--- src/rtl/tas_frame_fifo.sv ---
// TAS controller-frame FIFO between the serial handler and one n64_controller.
// Define TAS_FIFO_REPEAT_EN to repeat the last popped frame on underrun.
module tas_frame_fifo #(
  parameter int ADDR_W    = 4,
  parameter int LOW_WATER = 4
) (
  input  logic              clk,
  input  logic              reset,
  input  logic              flush,
  input  logic              wr_en,
  input  logic [31:0]       wr_data,
  output logic              full,
  input  logic              rd_en,
  output logic [31:0]       rd_data,
  output logic              empty,
  output logic [ADDR_W:0]   count,
  output logic              refill_req,
  output logic              overflow,
  output logic [15:0]       underrun_cnt
);

  localparam int DEPTH = 1 << ADDR_W;
  localparam logic [ADDR_W:0] FULL_CNT = (ADDR_W+1)'(DEPTH);
  localparam logic [ADDR_W:0] LW_CNT   = (ADDR_W+1)'(LOW_WATER);

  typedef enum logic [1:0] {
    S_IDLE,
    S_FILL,
    S_RUN
  } state_t;

  logic [31:0]     r_mem [DEPTH];
  logic [ADDR_W:0] r_wr_ptr;
  logic [ADDR_W:0] r_rd_ptr;
  state_t          r_state;
  logic            r_full;
  logic            r_refill_req;
  logic            r_overflow;
  logic [15:0]     r_underrun_cnt;
  logic [31:0]     r_rd_data;

  logic            w_empty;
  logic            w_push;
  logic            w_pop;
  logic            w_drop;
  logic            w_under;
  logic [ADDR_W:0] w_wr_ptr_nxt;
  logic [ADDR_W:0] w_rd_ptr_nxt;
  logic [ADDR_W:0] w_cnt_nxt;
  state_t          w_state_nxt;
  logic [31:0]     w_head_nxt;

  assign w_empty = (r_state == S_IDLE);
  assign w_push  = wr_en && (!r_full || rd_en);
  assign w_pop   = rd_en && !w_empty;
  assign w_drop  = wr_en && r_full && !rd_en;
  assign w_under = rd_en && w_empty;

  assign w_wr_ptr_nxt = r_wr_ptr + (ADDR_W+1)'(w_push);
  assign w_rd_ptr_nxt = r_rd_ptr + (ADDR_W+1)'(w_pop);
  assign w_cnt_nxt    = w_wr_ptr_nxt - w_rd_ptr_nxt;

  always_comb begin
    w_state_nxt = S_RUN;
    if (w_cnt_nxt == '0)
      w_state_nxt = S_IDLE;
    else if (w_cnt_nxt < LW_CNT)
      w_state_nxt = S_FILL;
  end

  // New head: the slot being written this cycle must come from wr_data.
  always_comb begin
    w_head_nxt = r_rd_data;
    if (w_pop) begin
      if (w_cnt_nxt == '0) begin
`ifdef TAS_FIFO_REPEAT_EN
        w_head_nxt = r_rd_data;
`else
        w_head_nxt = '0;
`endif
      end else if (w_push && (w_rd_ptr_nxt == r_wr_ptr)) begin
        w_head_nxt = wr_data;
      end else begin
        w_head_nxt = r_mem[w_rd_ptr_nxt[ADDR_W-1:0]];
      end
    end else if (w_push && w_empty) begin
      w_head_nxt = wr_data;
    end else if (w_under) begin
`ifdef TAS_FIFO_REPEAT_EN
      w_head_nxt = r_rd_data;
`else
      w_head_nxt = '0;
`endif
    end
  end

  always_ff @(posedge clk) begin
    if (w_push && !flush)
      r_mem[r_wr_ptr[ADDR_W-1:0]] <= wr_data;
  end

  always_ff @(posedge clk or posedge reset) begin
    if (reset) begin
      r_wr_ptr       <= '0;
      r_rd_ptr       <= '0;
      r_state        <= S_IDLE;
      r_full         <= 1'b0;
      r_refill_req   <= 1'b0;
      r_overflow     <= 1'b0;
      r_underrun_cnt <= '0;
      r_rd_data      <= '0;
    end else if (flush) begin
      r_wr_ptr       <= '0;
      r_rd_ptr       <= '0;
      r_state        <= S_IDLE;
      r_full         <= 1'b0;
      r_refill_req   <= 1'b0;
      r_overflow     <= 1'b0;
      r_underrun_cnt <= '0;
      r_rd_data      <= '0;
    end else begin
      r_wr_ptr     <= w_wr_ptr_nxt;
      r_rd_ptr     <= w_rd_ptr_nxt;
      r_state      <= w_state_nxt;
      r_full       <= (w_cnt_nxt == FULL_CNT);
      r_refill_req <= (w_state_nxt != S_RUN);
      r_rd_data    <= w_head_nxt;
      if (w_drop)
        r_overflow <= 1'b1;
      if (w_under && (r_underrun_cnt != 16'hFFFF))
        r_underrun_cnt <= r_underrun_cnt + 16'd1;
    end
  end

  assign full         = r_full;
  assign empty        = w_empty;
  assign count        = r_wr_ptr - r_rd_ptr;
  assign rd_data      = r_rd_data;
  assign refill_req   = r_refill_req;
  assign overflow     = r_overflow;
  assign underrun_cnt = r_underrun_cnt;

endmodule

--- config.mk ---
export PLATFORM = sky130hd
export DESIGN_NAME = tas_frame_fifo
export DESIGN_NICKNAME = d
export VERILOG_FILES = /design/src/rtl/tas_frame_fifo.sv
export SDC_FILE = /design/constraint.sdc
export NUM_CORES = 1
export LEC_CHECK = 0
export CAP_MARGIN = 15
export CORE_ASPECT_RATIO = 0.7
export CORE_MARGIN = 5
export CORE_UTILIZATION = 39
export DETAILED_ROUTE_END_ITERATION = 10
export GPL_ROUTABILITY_DRIVEN = 0
export PLACE_DENSITY_LB_ADDON = 0.05
export SLEW_MARGIN = 15
export SYNTH_ARGS = -nofsm -noshare
export SYNTH_HDL_FRONTEND = slang
export SYNTH_SLANG_ARGS = --single-unit
--- constraint.sdc ---
create_clock -name clk -period 4.8 [get_ports clk]
set_input_delay 0.48 -clock clk [delete_from_list [all_inputs] [get_ports clk]]
set_output_delay 0.48 -clock clk [all_outputs]
set_load 0.01 [all_outputs]
==> impl_results.md <==
* Port bufs at between 90 and 100
* Die Ht at 211 µm
* Initial Util at between 30 and 40%
* Most frequent CP cell: inv_1
* Final hold vios at 0
* RSZ-0062 raised after global routing: false
* Top cell type's share of synthesized area at 68.3%
* Leading area contributor after synthesis: edfxtp_1
* Largest net degree at the start of global routing at 87
* Flops & latches, synth at 575
* Rows at 73
* Power share of the sequential group at 44.1%
* Largest family of logic cells by synthesized area: multiplexers
* Post-CTS sizing at 0
* Layout Skew at 0.0177 ns
* Avg WL per Cell at 27.9 µm
* Slew at the pin closest to its max-slew limit at 0.895 ns
* CP Capture Type: register
* Share of cells above drive strength 1 at 25.4%
* Area of the die at 0.0627 mm²
* CTS tree: yes
* Xor-xnor portion of the synthesized cell area at 1.43%
* CTS Buf Count at 56
* DPL Wire Length at 28.6 mm
* Synth top cells by count: 512 x edfxtp_1, 160 x mux4_2, 63 x dfrtp_1
* Number of global-route vias before repair at about 11k
* Post-Synth Adder-Cell Area at less than 1%
* Outcome: finished, final reports clean
* Layout Utilization at a little under half
* First-pass GRT wire length at 79.8 mm
* # Post-CTS Setup Buffers at 0
* ANT nets after route at 0
* Endpoints failing setup at 0
* Post-Syn Area at ~0.022 mm²
* Synth area leaders: edfxtp_1 68%, mux4_2 16%, dfrtp_1 7.0%
* Final WL at approximately 55 mm
* Most common cell in the netlist: edfxtp_1
* Post-Syn Instances at ~1.0k
* Fmax at 265 MHz
* Pre-antenna DRT Iters at 5
* IO Count at 94
* LEAKAGE at 8.60 nW
* Initial antenna violation count at 2
* Bufs on Longest Clock Path at 3
* Synthesized area per cell at roughly 22 µm²
* Distinct cell type count after synthesis at 41
* Pint at about 0.01 W
* Max-slew violation total from the final report at 0
* Syn nets at 1087
* Worst setup SP type: register
* Ys async rst share at about 11%
* Crit Path Category: reg -> reg
* Worst Path Buf+Inv at 3
* Fin nets at between 1k and 1.5k
* Worst hold path class: in -> async
* Clk sink count at between 500 and 600
* Via/cell ratio at 5.48
* Area grow syn2layout at 18.5%
* Psw at 0.00318 W
* Simple-Gate Fraction of Synth Area at ~3.2%
* WP data arrival at 4.26 ns
* Pwr Density at 485 mW/mm²
* Pre-CTS setup slack at 0.580 ns
* Clk_lat worst skew at 0.61 ns
* CP top delay family: compound AO/OA/AOI/OAI gates
* Post-synthesis compound-gate area fraction at 1.89%
* Slowest-stage cell, CP: fa_1
* Relative slew slack at 40.3%
* Crit-path max cell delay at 0.49 ns
* Period utilization at 78.6%
* Hold-fix buffers, CTS at 0
* Dominant synthesized flop cell: edfxtp_1
* Vias at 10.8k
* Core area at 0.0569 mm²
* Req. time, crit path at 5.28 ns
* Tot GR Track Use at ~17%
* Clock power share at 35.5%
* Power share of the combinational group at just over 20%
* Synth Warn # at 0
* GRT overflow at 0
* Multiplexer share of the synthesized area at 16.1%
* Clock tree root driver cell: clkbuf_16
* Maximum vdd drop at 0.375 mV
* CP max FO at 32
* Post-synth EDFFs at 512
* Register area share after synthesis at 75.4%
* Max_cap viols at 0
* R2R setup slack at 1.03 ns
* Fin worst setup slack at 1.03 ns
* Worst-path clk slew at roughly 0.06 ns
* Max H-tree Level at 2
* Crit-path cells: o21ai_0 -> inv_1 -> ha_4 -> ha_1 -> inv_1 -> fa_1 -> a311oi_1 -> xnor2_1 -> nor3_2 -> o21ai_4 -> buf_12 -> a221o_1
* Post-layout minimum cycle time at ~3.8 ns
* Post-route setup TNS at 0 ns
* Net Sw Frac at 24.6%
* Drt drc at 0
* Die width at 297 µm
* DR iter-0 viols at ~870
[through the flow]
step | hold WS [ns] | std cells | cell area [µm²] | total power, W
6_report | 0.367 | 1965 | 26600 | 0.0129
2_1_floorplan | 0.525 | 1036 | 22500 | 0.00763
4_1_cts | 0.344 | 1964 | 26600 | 0.0131
3_5_place_dp | 0.529 | 1860 | 24700 | 0.00852
3_3_place_gp | 0.496 | 1860 | 24700 | 0.00852
5_1_grt | 0.377 | 1965 | 26600 | 0.0135
[final cells by class]
| cell class | instances | area, µm² |
|---|---|---|
| multi-input cells | 390 | 5450 |
| clock inverters | 25 | 325 |
| well taps | 750 | 938 |
| flip-flops and latches | 575 | 17000 |
| clock buffers | 79 | 1600 |
| repair buffers | 127 | 1310 |
| inverters | 18 | 68.8 |
| fillers | 4701 | 30300 |
| diodes | 1 | 2.50 |
[per-layer routing]
metal / vias up / wire (µm) / global-route usage [%]
met5: - / 13 / 0
met4: 2 / 803 / 3.47
met3: 58 / 2640 / 2.93
met2: 247 / 25700 / 27.4
met1: 5882 / 25800 / 26.3
li1: 4577 / - / -
[power groups by stage]
stage               clock [W]  combinational (W)  sequential (W)
finish                0.00458            0.00264         0.00570
global route          0.00493            0.00286         0.00571
CTS                   0.00471            0.00272         0.00570
detailed placement          0            0.00271         0.00580
global placement            0            0.00271         0.00581
floorplan                   0            0.00184         0.00579
[registers in the layout, summed over array words and instances, names as in the netlist]
signal,flops
refill_req,1
rd_data,32
full,1
r_rd_ptr,5
r_state,2
r_mem,512
underrun_cnt,16
r_wr_ptr,5
overflow,1
[worst register-to-register path, delay by kind of cell (launching register included)]
family | cells | cell delay (ns)
adders and majority gates | 3 | 0.98
and+or+nand+nor | 1 | 0.39
xor gates and xnor gates | 1 | 0.19
buffers and inverters | 3 | 0.43
DFF | 1 | 0.40
AOI/OAI and AO/OA | 4 | 1.26
[cell usage in the layout, fill, tap and decap left out, drive strengths merged, types with 3 or more instances in the layout]
| cell | count |
|---|---|
| a21oi | 3 |
| a221o | 32 |
| and2 | 34 |
| and3 | 3 |
| and4 | 4 |
| buf | 34 |
| bufinv | 7 |
| clkbuf | 79 |
| clkdlybuf4s50 | 93 |
| clkinv | 14 |
| clkinvlp | 4 |
| dfrtp | 63 |
| edfxtp | 512 |
| ha | 12 |
| inv | 18 |
| mux4 | 160 |
| nand2 | 10 |
| nand3 | 15 |
| nand3b | 3 |
| nor2 | 42 |
| nor2b | 5 |
| nor3 | 8 |
| xnor2 | 24 |
| xor2 | 11 |
[cells by family after synthesis]
group           Yosys count
flops                   575
mux                     161
simple gates            133
buf+inv                  71
compound gates           47
xor+xnor                 35
fa+ha+maj                14
[worst paths after layout]
check,endpoint,start,depth (start not counted)
worst max-delay path,rd_data[19],r_state[0],12
worst max register to register,rd_data[19],r_state[0],12
worst min register to register,overflow,overflow,2
worst min-delay path,rd_data[12],reset,2
min in group clk,overflow,overflow,2
max in group asynchronous,r_rd_ptr[2],reset,3
Note: power is estimated with default switching activity, not from simulation.
